--- config.mk ---
export PLATFORM = sky130hd
export DESIGN_NAME = sysid_regs_flat
export DESIGN_NICKNAME = d
export VERILOG_FILES = /design/src/rtl/sysid_regs_if.sv /design/src/rtl/sysid_regs.sv /design/src/flat_wrapper.sv
export SDC_FILE = /design/constraint.sdc
export NUM_CORES = 1
export LEC_CHECK = 0
export BUFFER_PORTS_ARGS = -buffer_cell sky130_fd_sc_hd__buf_2
export CAP_MARGIN = 20
export CELL_PAD_IN_SITES_DETAIL_PLACEMENT = 0
export CELL_PAD_IN_SITES_GLOBAL_PLACEMENT = 2
export CORE_MARGIN = 4
export CORE_UTILIZATION = 25
export DETAILED_ROUTE_END_ITERATION = 16
export HOLD_SLACK_MARGIN = 0.05
export PLACE_DENSITY_LB_ADDON = 0.1
export SLEW_MARGIN = 15
export SYNTH_ARGS = -nofsm -noshare
export SYNTH_HDL_FRONTEND = slang
export SYNTH_SLANG_ARGS = --single-unit
--- constraint.sdc ---
create_clock -name clock -period 2.5 [get_ports clock]
set_clock_uncertainty 0.1 [all_clocks]
set_input_delay 0.375 -clock clock [delete_from_list [all_inputs] [get_ports clock]]
set_output_delay 0.375 -clock clock [all_outputs]
set_load 0.1 [all_outputs]
--- src/rtl/sysid_regs_if.sv ---
// Avalon-MM slave bus for the system-identification register block.
// The master modport is the Nios II data-master side, the slave modport is the register file.
interface sysid_regs_if #(
    parameter int DATA_W = 32
);
    logic [2:0]        address;
    logic              read;
    logic              write;
    logic [DATA_W-1:0] writedata;
    logic [DATA_W-1:0] readdata;
    logic              readdatavalid;

    modport master (
        output address, read, write, writedata,
        input  readdata, readdatavalid
    );

    modport slave (
        input  address, read, write, writedata,
        output readdata, readdatavalid
    );
endinterface

--- src/rtl/sysid_regs.sv ---
// System-identification register file: ID, build timestamp, snapshot-read uptime counter,
// scratch words and a control/status word, behind a fixed-latency pipelined read path.
module sysid_regs #(
    parameter int          DATA_W          = 32,
    parameter logic [31:0] ID_VALUE        = 32'h0000_0000,
    parameter logic [31:0] TIMESTAMP_VALUE = 32'h0000_0000,
    parameter int          READ_LATENCY    = 1,
    parameter bit          CNT_EN_RST      = 1'b1
) (
    input  logic         clock,
    input  logic         reset_n,
    sysid_regs_if.slave  bus
);

    localparam int                CNT_W      = 2 * DATA_W;
    localparam logic [CNT_W-1:0]  CNT_ONE    = {{(CNT_W-1){1'b0}}, 1'b1};
    localparam logic [31:0]       INFO_WORD  = {22'd0, 2'(READ_LATENCY), 8'(DATA_W)};

    localparam logic [2:0] A_ID      = 3'd0;
    localparam logic [2:0] A_TSTAMP  = 3'd1;
    localparam logic [2:0] A_CNT_LO  = 3'd2;
    localparam logic [2:0] A_CNT_HI  = 3'd3;
    localparam logic [2:0] A_SCR0    = 3'd4;
    localparam logic [2:0] A_SCR1    = 3'd5;
    localparam logic [2:0] A_CTRL    = 3'd6;
    localparam logic [2:0] A_INFO    = 3'd7;

    logic [CNT_W-1:0]  cnt_q, cnt_d;
    logic [DATA_W-1:0] snap_q, snap_d;
    logic [DATA_W-1:0] scr0_q, scr0_d;
    logic [DATA_W-1:0] scr1_q, scr1_d;
    logic              en_q, en_d;
    logic              ovf_q, ovf_d;

    logic [READ_LATENCY-1:0] vld_q, vld_d;
    logic [DATA_W-1:0]       dat_q [READ_LATENCY];
    logic [DATA_W-1:0]       dat_d [READ_LATENCY];

    logic [DATA_W-1:0] rd_mux;
    logic              ctrl_wr;

    // Read mux always sees pre-edge state, so a same-cycle write never leaks into the read.
    always_comb begin
        rd_mux = '0;
        case (bus.address)
            A_ID:     rd_mux = ID_VALUE[DATA_W-1:0];
            A_TSTAMP: rd_mux = TIMESTAMP_VALUE[DATA_W-1:0];
            A_CNT_LO: rd_mux = cnt_q[DATA_W-1:0];
            A_CNT_HI: rd_mux = snap_q;
            A_SCR0:   rd_mux = scr0_q;
            A_SCR1:   rd_mux = scr1_q;
            A_CTRL:   begin
                rd_mux[0] = en_q;
                rd_mux[2] = ovf_q;
            end
            A_INFO:   rd_mux = INFO_WORD[DATA_W-1:0];
            default:  rd_mux = '0;
        endcase
    end

    always_comb begin
        ctrl_wr = bus.write && (bus.address == A_CTRL);
        cnt_d   = cnt_q;
        en_d    = en_q;
        ovf_d   = ovf_q;
        scr0_d  = scr0_q;
        scr1_d  = scr1_q;
        snap_d  = snap_q;

        if (bus.write && bus.address == A_SCR0) scr0_d = bus.writedata;
        if (bus.write && bus.address == A_SCR1) scr1_d = bus.writedata;
        if (bus.read && bus.address == A_CNT_LO) snap_d = cnt_q[CNT_W-1:DATA_W];

        if (ctrl_wr) begin
            en_d = bus.writedata[0];
            if (bus.writedata[2]) ovf_d = 1'b0;
        end

        // Clear beats increment; a wrap on the same edge as an OVF clear leaves OVF set.
        if (ctrl_wr && bus.writedata[1]) begin
            cnt_d = '0;
        end else if (en_q) begin
            cnt_d = cnt_q + CNT_ONE;
            if (&cnt_q) ovf_d = 1'b1;
        end
    end

    // Stage data is zeroed on idle cycles so readdata is 0 whenever readdatavalid is 0.
    always_comb begin
        vld_d    = '0;
        vld_d[0] = bus.read;
        dat_d[0] = bus.read ? rd_mux : '0;
        for (int i = 1; i < READ_LATENCY; i++) begin
            vld_d[i] = vld_q[i-1];
            dat_d[i] = dat_q[i-1];
        end
    end

    always_ff @(posedge clock) begin
        if (!reset_n) begin
            cnt_q  <= '0;
            snap_q <= '0;
            scr0_q <= '0;
            scr1_q <= '0;
            en_q   <= CNT_EN_RST;
            ovf_q  <= 1'b0;
            vld_q  <= '0;
            for (int i = 0; i < READ_LATENCY; i++) dat_q[i] <= '0;
        end else begin
            cnt_q  <= cnt_d;
            snap_q <= snap_d;
            scr0_q <= scr0_d;
            scr1_q <= scr1_d;
            en_q   <= en_d;
            ovf_q  <= ovf_d;
            vld_q  <= vld_d;
            for (int i = 0; i < READ_LATENCY; i++) dat_q[i] <= dat_d[i];
        end
    end

    assign bus.readdata      = dat_q[READ_LATENCY-1];
    assign bus.readdatavalid = vld_q[READ_LATENCY-1];

endmodule

--- src/flat_wrapper.sv ---
// flat-port wrapper written by rule: the top's interface ports become plain ports
module sysid_regs_flat 
#(
    parameter int          DATA_W          = 32,
    parameter logic [31:0] ID_VALUE        = 32'h0000_0000,
    parameter logic [31:0] TIMESTAMP_VALUE = 32'h0000_0000,
    parameter int          READ_LATENCY    = 1,
    parameter bit          CNT_EN_RST      = 1'b1
)
  (clock, reset_n, bus_address, bus_read, bus_write, bus_writedata, bus_readdata, bus_readdatavalid);
  sysid_regs_if #(.DATA_W(DATA_W)) bus_i ();
  input  logic clock;
  input  logic reset_n;
  input wire logic [$bits(bus_i.address)-1:0] bus_address;
  input wire logic [$bits(bus_i.read)-1:0] bus_read;
  input wire logic [$bits(bus_i.write)-1:0] bus_write;
  input wire logic [$bits(bus_i.writedata)-1:0] bus_writedata;
  output wire logic [$bits(bus_i.readdata)-1:0] bus_readdata;
  output wire logic [$bits(bus_i.readdatavalid)-1:0] bus_readdatavalid;
  assign bus_i.address = bus_address;
  assign bus_i.read = bus_read;
  assign bus_i.write = bus_write;
  assign bus_i.writedata = bus_writedata;
  assign bus_readdata = bus_i.readdata;
  assign bus_readdatavalid = bus_i.readdatavalid;
  sysid_regs #(.DATA_W(DATA_W), .ID_VALUE(ID_VALUE), .TIMESTAMP_VALUE(TIMESTAMP_VALUE), .READ_LATENCY(READ_LATENCY), .CNT_EN_RST(CNT_EN_RST)) u_core (.clock(clock), .reset_n(reset_n), .bus(bus_i));
endmodule
==> results of run 1 <==
[final cells by class]
class | count | area [sq um] | share of cell area
Clock buffer | 20 | 447 | 0.0455
Clock inverter | 12 | 204 | 0.0208
Inverter | 17 | 63.8 | 0.00650
Multi-Input combinational cell | 691 | 3920 | 0.399
Sequential cell | 195 | 3900 | 0.398
Tap cell | 435 | 544 | 0.0555
Timing Repair Buffer | 116 | 731 | 0.0745
[synthesized netlist by cell type, drive strengths merged (3+ instances only)]
master and instances:
a21boi 97, a21oi 63, a22oi 56, and2 4, buf 5, clkbuf 60
dfxtp 195, inv 17, mux2i 3, nand2 230, nand2b 3, nand3 20
nand4 22, nor2 51, nor3 10, nor4 7, o211ai 3, o21a 3
o21ai 24, o31ai 13, or2 5, or3 24, or4 16, xnor2 16
xor2 10
[layer usage]
layer / track usage / wire length [microns] / vias to the layer above
met5: 0 / 0 / -
met4: 0.0429 / 396 / 0
met3: 0.0250 / 788 / 22
met2: 0.260 / 12900 / 97
met1: 0.203 / 12800 / 3323
li1: - / - / 3515
[worst max-delay path: cells and delay by family (launching register included)]
| kind | cells | cell delay (ps) |
|---|---|---|
| DFF | 1 | 380 |
| and+or+nand+nor | 4 | 1200 |
| AOI/OAI and AO/OA | 1 | 150 |
| adders and majority gates | 1 | 210 |
| buffers and inverters | 1 | 190 |
[cells by family (layout without fill, tap and decap cells)]
group,Yosys count,count (layout),share of synthesized area
muxes,3,3,0.00369
and+or+nand+nor,395,395,0.228
DFF,195,195,0.480
AOI/OAI and AO/OA,266,266,0.220
adders and majority gates,1,1,0.00154
xor gates and xnor gates,26,26,0.0280
buffers and inverters,82,165,0.0392
[registers in the layout, indices dropped and copies added, names as in the netlist]
signal / cells
u_core.ovf_q: 1
u_core.snap_q: 32
u_core.scr1_q: 32
u_core.en_q: 1
u_core.cnt_q: 64
u_core.dat_q: 32
u_core.bus.readdatavalid: 1
u_core.scr0_q: 32
[metrics by stage]
step | total power (uW) | hold slack, ps | setup WS (ps)
finish | 6560 | 87.3 | 202
global route | 6820 | 81.3 | 64.2
CTS | 6690 | 66.5 | 188
detailed placement | 3550 | 358 | 222
global placement | 3550 | 353 | 234
floorplan | 3400 | 340 | 397
[worst paths after layout]
check,slack [ps],to,cells after the start,startpoint
max,200,u_core.cnt_q[58],7,u_core.cnt_q[1]
min,90,u_core.scr0_q[15],3,bus_writedata[15]
max reg2reg,200,u_core.cnt_q[58],7,u_core.cnt_q[1]
min reg2reg,360,u_core.scr1_q[5],2,u_core.scr1_q[5]
[power groups by stage]
| stage | Sequential [uW] | Clock, uW | Combinational, uW |
|---|---|---|---|
| after floorplan | 3240 | 0 | 154 |
| after global placement | 3220 | 0 | 331 |
| after detailed placement | 3220 | 0 | 330 |
| after CTS | 3150 | 3200 | 331 |
| after global routing | 3150 | 3310 | 353 |
| final | 3150 | 3090 | 321 |
==> impl_table.tex, run 1 <==
\begin{tabular}{lr}
\hline
Metric & Value \\
\hline
\multicolumn{2}{l}{\textbf{Status}} \\
\quad Result of the run & completed \\
\multicolumn{2}{l}{\textbf{Placement}} \\
\quad Cell Count Post-Placement & 1,454 \\
\quad Placed Instance Area & 9160 sq um \\
\quad IO Port Bufs & 71 \\
\quad Final RePlAce weighted congestion & 0.714 \\
\quad Half-perimeter wire length of the detailed placement result & 18.9 mm \\
\multicolumn{2}{l}{\textbf{Finish}} \\
\quad Count of placed standard cells in the final layout, fillers left out & 1,486 \\
\quad Core Util, Final & 0.309 \\
\quad Number of filler cells placed in the layout & 3,436 \\
\quad Layout cell share with drive strength beyond 1 & 0.161 \\
\quad Finished layout cell area & 9810 sq um \\
\quad Number of diodes added for antenna fixing & 0 \\
\quad Number of nets in the final layout & 1,078 \\
\quad Commonest cells after routing, fill and taps aside & sky130\_fd\_sc\_hd\_\_nand2\_1 (229), sky130\_fd\_sc\_hd\_\_dfxtp\_1 (195), sky130\_fd\_sc\_hd\_\_a21boi\_0 (97), sky130\_fd\_sc\_hd\_\_buf\_2 (71), sky130\_fd\_sc\_hd\_\_a21oi\_1 (63) \\
\quad Most common cell after layout, fill and taps aside & sky130\_fd\_sc\_hd\_\_nand2\_1 \\
\quad Area growth syn-to-layout & 20.7\% \\
\multicolumn{2}{l}{\textbf{Critical path}} \\
\quad Critical Path, Cell by Cell & ha\_1 -> nand4\_2 -> nor4\_2 -> buf\_4 -> nand4\_1 -> or4\_1 -> a21oi\_1 \\
\quad Cell with the biggest individual delay on the critical path & sky130\_fd\_sc\_hd\_\_or4\_1 \\
\quad Req. time, crit path & 2780 ps \\
\quad Critical path startpoint category & flip-flop \\
\quad Endpoint arrival time on the critical path & 2570 ps \\
\quad Max stage delay on crit path & 470 ps \\
\quad Capturing element type of the critical path & flip-flop \\
\quad Crit Path Max Fanout & 7 \\
\quad Category of the most critical setup path & reg2reg \\
\multicolumn{2}{l}{\textbf{STA}} \\
\quad Max Freq & 0.435 GHz \\
\quad Count of pins over their slew limit & 0 \\
\quad Count of endpoints failing hold in the final timing report & 0 \\
\quad Post-Route Setup TNS & 0 ps \\
\quad Setup repair after global routing missed its margin & no \\
\quad Worst-case headroom to the max-slew limit & 0.615 \\
\quad Post-route fraction of the period consumed by the critical path & 0.919 \\
\quad Transition time at the pin with the least slew margin & 572 ps \\
\quad Final setup viols & 0 \\
\quad Post-layout min period & 2300 ps \\
\multicolumn{2}{l}{\textbf{Hold path}} \\
\quad Hold Path Class & in2reg \\
\multicolumn{2}{l}{\textbf{Synth}} \\
\quad Total standard cell area after synthesis & 8130 sq um \\
\quad Post-synthesis sequential element count & 195 \\
\quad Async set or reset register ratio after synthesis & 0 \\
\quad Synth top area cells & sky130\_fd\_sc\_hd\_\_dfxtp\_1 (48\%), sky130\_fd\_sc\_hd\_\_nand2\_1 (11\%), sky130\_fd\_sc\_hd\_\_a21boi\_0 (9.0\%) \\
\quad Sequential-to-total area share from yosys stat & 0.480 \\
\quad Mean Syn Cell Area & 8.40 sq um \\
\quad Number of library cell types mapped by synthesis & 44 \\
\quad Top\_reg\_cell synth & sky130\_fd\_sc\_hd\_\_dfxtp\_1 \\
\quad Cell taking the most area after synthesis & sky130\_fd\_sc\_hd\_\_dfxtp\_1 \\
\quad Top-area cell type share of the netlist area & 0.480 \\
\quad Number of enable flip-flop cells after synthesis & 0 \\
\quad Yosys Warn Count & 0 \\
\quad Post-synth net total & 1,008 \\
\quad Post-Synthesis Cells & 968 \\
\multicolumn{2}{l}{\textbf{Global routing}} \\
\quad Total gr overflow & 0 \\
\quad GR Util All Layers & 0.153 \\
\quad Largest net degree at the start of global routing & 52 \\
\quad First-pass GRT wire length & 42.4 mm \\
\quad Vias in the first global route & 7,071 \\
\quad Number of antenna violations at the first check in global routing & 0 \\
\multicolumn{2}{l}{\textbf{Die}} \\
\quad Starting Density & 0.256 \\
\quad IO Count & 72 \\
\quad Chip width & 188 microns \\
\quad Overall die area & 35,500 sq um \\
\quad Placement row count & 65 \\
\quad Die Ht & 188 microns \\
\quad Area of the core region & 31,800 sq um \\
\multicolumn{2}{l}{\textbf{Clocking}} \\
\quad TritonCTS clock tree & yes \\
\quad Clock Latency Late Sink & 440 ps \\
\quad Setup bufs post-CTS & 0 \\
\quad Clock Pin Slew Worst Setup and Hold Paths & 70 ps \\
\quad CTS-repair resized insts & 0 \\
\quad CTS Buf Count & 17 \\
\quad Post-CTS Hold Buffers & 0 \\
\quad Worst-case clock buffer depth & 2 \\
\quad Number of sinks driven by the clock tree & 195 \\
\quad Depth of the CTS H-tree & 4 \\
\quad Clock tree root buffer cell & sky130\_fd\_sc\_hd\_\_clkbuf\_16 \\
\multicolumn{2}{l}{\textbf{Detailed routing}} \\
\quad First drt pass iteration count & 4 \\
\quad Average routed wire per standard cell & 18.1 microns \\
\quad WL final & 26.9 mm \\
\quad Count of unresolved DRC violations after routing & 0 \\
\quad Total via count in the routed design & 6,957 \\
\quad Starting DRC count in detailed routing & 282 \\
\quad Vias per cell & 4.68 \\
\quad Antenna Nets Post-Route & 0 \\
\multicolumn{2}{l}{\textbf{Power}} \\
\quad Share of total power in the clock network & 0.471 \\
\quad Logic gate share of total power & 0.049 \\
\quad Reported leakage power & 0.00324 uW \\
\quad Worst IR drop on VDD & 0.000467 V \\
\quad Fraction of power consumed by sequential logic & 0.480 \\
\quad Power Internal & 5050 uW \\
\quad Power per unit of standard cell area & 668 nW/um\^{}2 \\
\quad Switching share of power & 0.231 \\
\quad Net Switching & 1510 uW \\
\multicolumn{2}{l}{\textbf{Run}} \\
\quad Number of max-cap violations & 0 \\
\hline
\end{tabular}
Note: power is estimated with default switching activity, not from simulation.
==> run 2: changes to the inputs <==
- clock period: 2.5 -> 2.6 ns (I/O delays scaled with it)
==> run 2 against run 1 <==
Effect of this change: core utilization fell by 0.19 points; via count barely moved; final cell count barely moved; die area did not move; flip-flop and latch count did not move; register-to-register slack improved by 40 ps; non-clock buffer count fell by 1; first-iteration DRC count rose by 26%; worst setup slack improved by 35 ps; largest cell class unchanged; sequential share of layout area rose by 0.25 points.
==> impl_table.tex, run 2 (synthesis gave the netlist of run 1 again) <==
\begin{tabular}{lr}
\hline
Metric & Value \\
\hline
\multicolumn{2}{l}{\textbf{Power}} \\
\quad Power per unit of standard cell area & 628 nW/um\^{}2 \\
\quad Power Internal & 4680 uW \\
\quad Post-layout power & 6120 uW \\
\quad Logic gate share of total power & 0.048 \\
\quad Reported leakage power & 0.00322 uW \\
\quad Worst IR drop on VDD & 0.000430 V \\
\quad Switching share of power & 0.236 \\
\quad Net Switching & 1450 uW \\
\quad Share of total power in the clock network & 0.456 \\
\quad Fraction of power consumed by sequential logic & 0.495 \\
\multicolumn{2}{l}{\textbf{STA}} \\
\quad Final setup viols & 0 \\
\quad Count of pins over their slew limit & 0 \\
\quad Transition time at the pin with the least slew margin & 600 ps \\
\quad Worst-case headroom to the max-slew limit & 0.597 \\
\quad Count of endpoints failing hold in the final timing report & 0 \\
\quad Post-layout min period & 2360 ps \\
\quad Setup slack of the critical path after layout & 238 ps \\
\quad Post-route fraction of the period consumed by the critical path & 0.908 \\
\quad WHS & 107 ps \\
\quad Post-Route Setup TNS & 0 ps \\
\quad Setup repair after global routing missed its margin & no \\
\quad Max Freq & 0.423 GHz \\
\multicolumn{2}{l}{\textbf{Global routing}} \\
\quad Total gr overflow & 0 \\
\quad Largest net degree at the start of global routing & 51 \\
\quad Most Crowded Layer GR & met2 \\
\quad GR Util All Layers & 0.151 \\
\quad Number of antenna violations at the first check in global routing & 0 \\
\quad First-pass GRT wire length & 42.0 mm \\
\quad Global-route track usage on met3 & 0.0280 \\
\quad Met2 demand-to-capacity share in global routing & 0.252 \\
\quad Vias in the first global route & 6,925 \\
\quad Met1 Usage GRT & 0.204 \\
\multicolumn{2}{l}{\textbf{Detailed routing}} \\
\quad Average routed wire per standard cell & 17.9 microns \\
\quad First drt pass iteration count & 5 \\
\quad Vias per cell & 4.68 \\
\quad WL final & 26.6 mm \\
\quad Antenna Nets Post-Route & 0 \\
\quad Count of unresolved DRC violations after routing & 0 \\
\quad Starting DRC count in detailed routing & 355 \\
\quad Total via count in the routed design & 6,956 \\
\multicolumn{2}{l}{\textbf{Placement}} \\
\quad Half-perimeter wire length of the detailed placement result & 18.7 mm \\
\quad Placed Instance Area & 9140 sq um \\
\quad IO Port Bufs & 71 \\
\quad Final RePlAce weighted congestion & 0.732 \\
\quad Post-placement worst setup slack & 245 ps \\
\multicolumn{2}{l}{\textbf{Finish}} \\
\quad Most common cell after layout, fill and taps aside & sky130\_fd\_sc\_hd\_\_nand2\_1 \\
\quad Commonest cells after routing, fill and taps aside & sky130\_fd\_sc\_hd\_\_nand2\_1 (229), sky130\_fd\_sc\_hd\_\_dfxtp\_1 (195), sky130\_fd\_sc\_hd\_\_a21boi\_0 (97), sky130\_fd\_sc\_hd\_\_buf\_2 (71), sky130\_fd\_sc\_hd\_\_a21oi\_1 (63) \\
\quad Number of nets in the final layout & 1,077 \\
\quad Finished layout cell area & 9750 sq um \\
\quad Register ranked first by flip-flop count & u\_core.cnt\_q \\
\quad Number of diodes added for antenna fixing & 0 \\
\quad Layout cell share with drive strength beyond 1 & 0.161 \\
\quad Flip-flop count of the largest register, all copies and words added & 64 \\
\quad Area growth syn-to-layout & 19.9\% \\
\multicolumn{2}{l}{\textbf{Critical path}} \\
\quad Capturing element type of the critical path & flip-flop \\
\quad Category of the most critical setup path & reg2reg \\
\quad Crit Path Max Fanout & 22 \\
\quad Endpoint arrival time on the critical path & 2630 ps \\
\quad Critical path startpoint category & flip-flop \\
\quad Reg2Reg Setup Slack & 240 ps \\
\quad Req. time, crit path & 2870 ps \\
\multicolumn{2}{l}{\textbf{Die}} \\
\quad Die Ht & 188 microns \\
\quad Overall die area & 35,500 sq um \\
\quad Area of the core region & 31,800 sq um \\
\quad Placement row count & 65 \\
\quad IO Count & 72 \\
\quad Chip width & 188 microns \\
\quad Starting Density & 0.256 \\
\multicolumn{2}{l}{\textbf{Run}} \\
\quad Number of max-cap violations & 0 \\
\multicolumn{2}{l}{\textbf{Clocking}} \\
\quad Clock Latency Late Sink & 440 ps \\
\quad CTS Buf Count & 17 \\
\quad Clock tree root buffer cell & sky130\_fd\_sc\_hd\_\_clkbuf\_16 \\
\quad Worst-case clock buffer depth & 2 \\
\quad Post-CTS Hold Buffers & 0 \\
\quad Number of sinks driven by the clock tree & 195 \\
\quad Depth of the CTS H-tree & 4 \\
\quad Setup bufs post-CTS & 0 \\
\quad CTS-repair resized insts & 0 \\
\quad TritonCTS clock tree & yes \\
\quad Clock Pin Slew Worst Setup and Hold Paths & 70 ps \\
\multicolumn{2}{l}{\textbf{Hold path}} \\
\quad Hold Path Class & in2reg \\
\multicolumn{2}{l}{\textbf{Status}} \\
\quad Result of the run & completed \\
\hline
\end{tabular}
## run 2: final timing paths
check                    startpoint                end  cells past startpoint
setup reg to reg    u_core.cnt_q[8]   u_core.cnt_q[63]                      5
setup / recovery    u_core.cnt_q[8]   u_core.cnt_q[63]                      5
hold reg to reg    u_core.scr1_q[1]   u_core.scr1_q[1]                      2
hold / removal    bus_writedata[10]  u_core.scr0_q[10]                      3
## run 2: power groups by stage
stage          Sequential [uW]  Combinational (uW)  Clock [uW]
2_1_floorplan             3120                 148           0
3_3_place_gp              3100                 307           0
3_5_place_dp              3100                 305           0
4_1_cts                   3030                 305        2900
5_1_grt                   3040                 328        3020
6_report                  3030                 296        2800
## run 2: metal layers
layer / up-vias / share of wire
li1: 3509 / -
met1: 3369 / 0.49
met2: 67 / 0.48
met3: 11 / 0.022
met4: 0 / 0.010
met5: - / 0
## run 2: stage by stage
stage,util,std cells
detailed placement,0.288,1453
floorplan,-,968
finish,0.307,1485
global placement,0.288,1453
global route,0.307,1485
CTS,0.307,1485
## run 2: final cells by class
cell class / count / area (sq um)
clock inverters: 12 / 153
clock buffers: 20 / 457
fillers: 3469 / 22000
repair buffers: 115 / 711
inverters: 17 / 63.8
well taps: 435 / 544
multi-input cells: 691 / 3920
flip-flops and latches: 195 / 3900
## run 2: worst max-delay path, cell delays in order (launching register included)
cell                      delay, ps
sky130_fd_sc_hd__dfxtp_1        450
sky130_fd_sc_hd__nand4_2        230
sky130_fd_sc_hd__nor4_4         360
sky130_fd_sc_hd__nand3_2        410
sky130_fd_sc_hd__or4_1          600
sky130_fd_sc_hd__a21oi_1        140
==> run 3: changes to the inputs <==
- PLACE_DENSITY: default -> 0.62
- PLACE_DENSITY_LB_ADDON: 0.1 -> default
==> run 3 against run 2 <==
Effect of this change: worst setup slack got worse by 89 ps; critical path depth grew 2; clock-buffer cell count shrank 1; sequential share of layout area grew 0.13 points; combinational power about the same; sequential power hardly changed; flip-flop and latch count unchanged; design area shrank 0.32%.
==> impl_table.tex, run 3 (synthesis gave the netlist of run 1 again) <==
\begin{tabular}{lr}
\hline
Metric & Value \\
\hline
\multicolumn{2}{l}{\textbf{Status}} \\
\quad Result of the run & completed \\
\multicolumn{2}{l}{\textbf{Finish}} \\
\quad Commonest cells after routing, fill and taps aside & sky130\_fd\_sc\_hd\_\_nand2\_1 (229), sky130\_fd\_sc\_hd\_\_dfxtp\_1 (195), sky130\_fd\_sc\_hd\_\_a21boi\_0 (97), sky130\_fd\_sc\_hd\_\_buf\_2 (71), sky130\_fd\_sc\_hd\_\_a21oi\_1 (63) \\
\quad Multi-input gate area in the final layout & 3930 sq um \\
\quad Flip-flop count of the largest register, all copies and words added & 64 \\
\quad Most common cell after layout, fill and taps aside & sky130\_fd\_sc\_hd\_\_nand2\_1 \\
\quad Area growth syn-to-layout & 19.5\% \\
\quad Number of nets in the final layout & 1,076 \\
\quad Count of placed standard cells in the final layout, fillers left out & 1,484 \\
\quad Combined flip-flop and latch cell area & 3900 sq um \\
\quad Register ranked first by flip-flop count & u\_core.cnt\_q \\
\quad Layout cell share with drive strength beyond 1 & 0.161 \\
\quad Number of diodes added for antenna fixing & 0 \\
\quad Finished layout cell area & 9720 sq um \\
\quad Number of filler cells placed in the layout & 3,421 \\
\multicolumn{2}{l}{\textbf{Hold path}} \\
\quad Hold Path Class & in2reg \\
\quad Depth of the worst hold-timing path & 3 \\
\multicolumn{2}{l}{\textbf{Placement}} \\
\quad Final RePlAce weighted congestion & 0.754 \\
\quad Half-perimeter wire length of the detailed placement result & 18.2 mm \\
\quad Cell Count Post-Placement & 1,452 \\
\quad IO Port Bufs & 71 \\
\quad Placed Instance Area & 9110 sq um \\
\multicolumn{2}{l}{\textbf{Global routing}} \\
\quad GR Util All Layers & 0.143 \\
\quad Total gr overflow & 0 \\
\quad Largest net degree at the start of global routing & 58 \\
\quad Vias in the first global route & 7,023 \\
\quad First-pass GRT wire length & 40.7 mm \\
\quad Number of antenna violations at the first check in global routing & 0 \\
\multicolumn{2}{l}{\textbf{STA}} \\
\quad Post-layout min period & 2450 ps \\
\quad Max Freq & 0.408 GHz \\
\quad Worst-case headroom to the max-slew limit & 0.609 \\
\quad Setup repair after global routing missed its margin & no \\
\quad Final setup viols & 0 \\
\quad Transition time at the pin with the least slew margin & 586 ps \\
\quad Post-Route Setup TNS & 0 ps \\
\quad Post-route fraction of the period consumed by the critical path & 0.943 \\
\quad Count of endpoints failing hold in the final timing report & 0 \\
\quad Count of pins over their slew limit & 0 \\
\multicolumn{2}{l}{\textbf{Critical path}} \\
\quad End of the worst register-to-register path & u\_core.cnt\_q[50] \\
\quad Critical path startpoint category & flip-flop \\
\quad Category of the most critical setup path & reg2reg \\
\quad Instance count on the critical path & 7 \\
\quad Max stage delay on crit path & 430 ps \\
\quad Worst reg2reg path depth & 7 \\
\quad Largest delay share family, worst path & simple AND/OR/NAND/NOR gates \\
\quad Capturing element type of the critical path & flip-flop \\
\quad Reg2Reg Setup Slack & 150 ps \\
\quad Cell with the biggest individual delay on the critical path & sky130\_fd\_sc\_hd\_\_or3\_1 \\
\quad FF-to-FF Start & u\_core.cnt\_q[0] \\
\quad Worst path buffer plus inverter count & 1 \\
\quad Req. time, crit path & 2870 ps \\
\quad Crit Path Max Fanout & 9 \\
\quad Launching instance or port of the critical path & u\_core.cnt\_q[0] \\
\quad End point of the critical path & u\_core.cnt\_q[50] \\
\quad Endpoint arrival time on the critical path & 2720 ps \\
\quad Critical Path, Cell by Cell & ha\_1 -> nand4\_2 -> nor4\_2 -> buf\_4 -> nand4\_1 -> or3\_1 -> a21oi\_1 \\
\multicolumn{2}{l}{\textbf{Detailed routing}} \\
\quad Starting DRC count in detailed routing & 369 \\
\quad Average routed wire per standard cell & 17.0 microns \\
\quad Count of unresolved DRC violations after routing & 0 \\
\quad Antenna Nets Post-Route & 0 \\
\quad First drt pass iteration count & 5 \\
\quad Total via count in the routed design & 6,940 \\
\quad WL final & 25.2 mm \\
\quad Vias per cell & 4.68 \\
\multicolumn{2}{l}{\textbf{Die}} \\
\quad IO Count & 72 \\
\quad Area of the core region & 31,800 sq um \\
\quad Chip width & 188 microns \\
\quad Die Ht & 188 microns \\
\quad Placement row count & 65 \\
\quad Overall die area & 35,500 sq um \\
\quad Starting Density & 0.256 \\
\multicolumn{2}{l}{\textbf{Clocking}} \\
\quad Number of sinks driven by the clock tree & 195 \\
\quad Clock Latency Late Sink & 440 ps \\
\quad Setup bufs post-CTS & 0 \\
\quad Clock tree root buffer cell & sky130\_fd\_sc\_hd\_\_clkbuf\_16 \\
\quad Depth of the CTS H-tree & 4 \\
\quad TritonCTS clock tree & yes \\
\quad Worst-case clock buffer depth & 2 \\
\quad CTS Buf Count & 17 \\
\quad Clock Pin Slew Worst Setup and Hold Paths & 80 ps \\
\quad Post-CTS Hold Buffers & 0 \\
\quad CTS-repair resized insts & 0 \\
\multicolumn{2}{l}{\textbf{Run}} \\
\quad Number of max-cap violations & 0 \\
\multicolumn{2}{l}{\textbf{Power}} \\
\quad Worst IR drop on VDD & 0.000383 V \\
\quad Power per unit of standard cell area & 622 nW/um\^{}2 \\
\quad Reported leakage power & 0.00320 uW \\
\hline
\end{tabular}
run 3: worst min-delay path by stage:
stage / from / to / slack, ps
after global routing: bus_writedata[20] / u_core.scr0_q[20] / 100
after detailed placement: u_core.scr0_q[2] / u_core.scr0_q[2] / 360
final: bus_writedata[20] / u_core.scr0_q[20] / 110
after floorplan: u_core.scr1_q[5] / u_core.scr1_q[5] / 340
after CTS: bus_writedata[20] / u_core.scr0_q[20] / 80
after global placement: u_core.scr0_q[2] / u_core.scr0_q[2] / 350
run 3: where the power goes:
part | total, uW | switching (uW) | internal, uW
clock network | 2720 | 1240 | 1490
registers | 3030 | 18.3 | 3010
logic | 293 | 201 | 92.8
run 3: final cells by class:
cell class                      count  share of cell area
Inverter                           17             0.00656
Tap cell                          435              0.0560
Multi-Input combinational cell    691               0.404
Clock inverter                     13              0.0154
Timing Repair Buffer              114              0.0698
Sequential cell                   195               0.402
Clock buffer                       19              0.0466
run 3: worst register-to-register path: cells and delay by family (launching register included):
kind                       cells  cell delay (ps)
AOI/OAI and AO/OA              1              170
adders and majority gates      1              210
buffers and inverters          1              180
DFF                            1              400
and+or+nand+nor                4             1330
run 3: stage by stage:
stage / worst slack, ps / utilization / hold slack [ps] / power [uW]
global route: 17.5 / 0.306 / 100 / 6290
floorplan: 497 / - / 340 / 3270
global placement: 223 / 0.286 / 350 / 3400
finish: 148 / 0.306 / 108 / 6050
detailed placement: 150 / 0.286 / 358 / 3400
CTS: 144 / 0.305 / 84.7 / 6150
run 3: layer usage:
layer  global-route usage  vias up  wire [microns]  part of all wire
li1                     -     3506               -                 -
met1                0.193     3330           12200              0.48
met5                    0        -               0                 0
met3               0.0256       16             737             0.029
met4               0.0328        0             239            0.0095
met2                0.241       88           12000              0.48
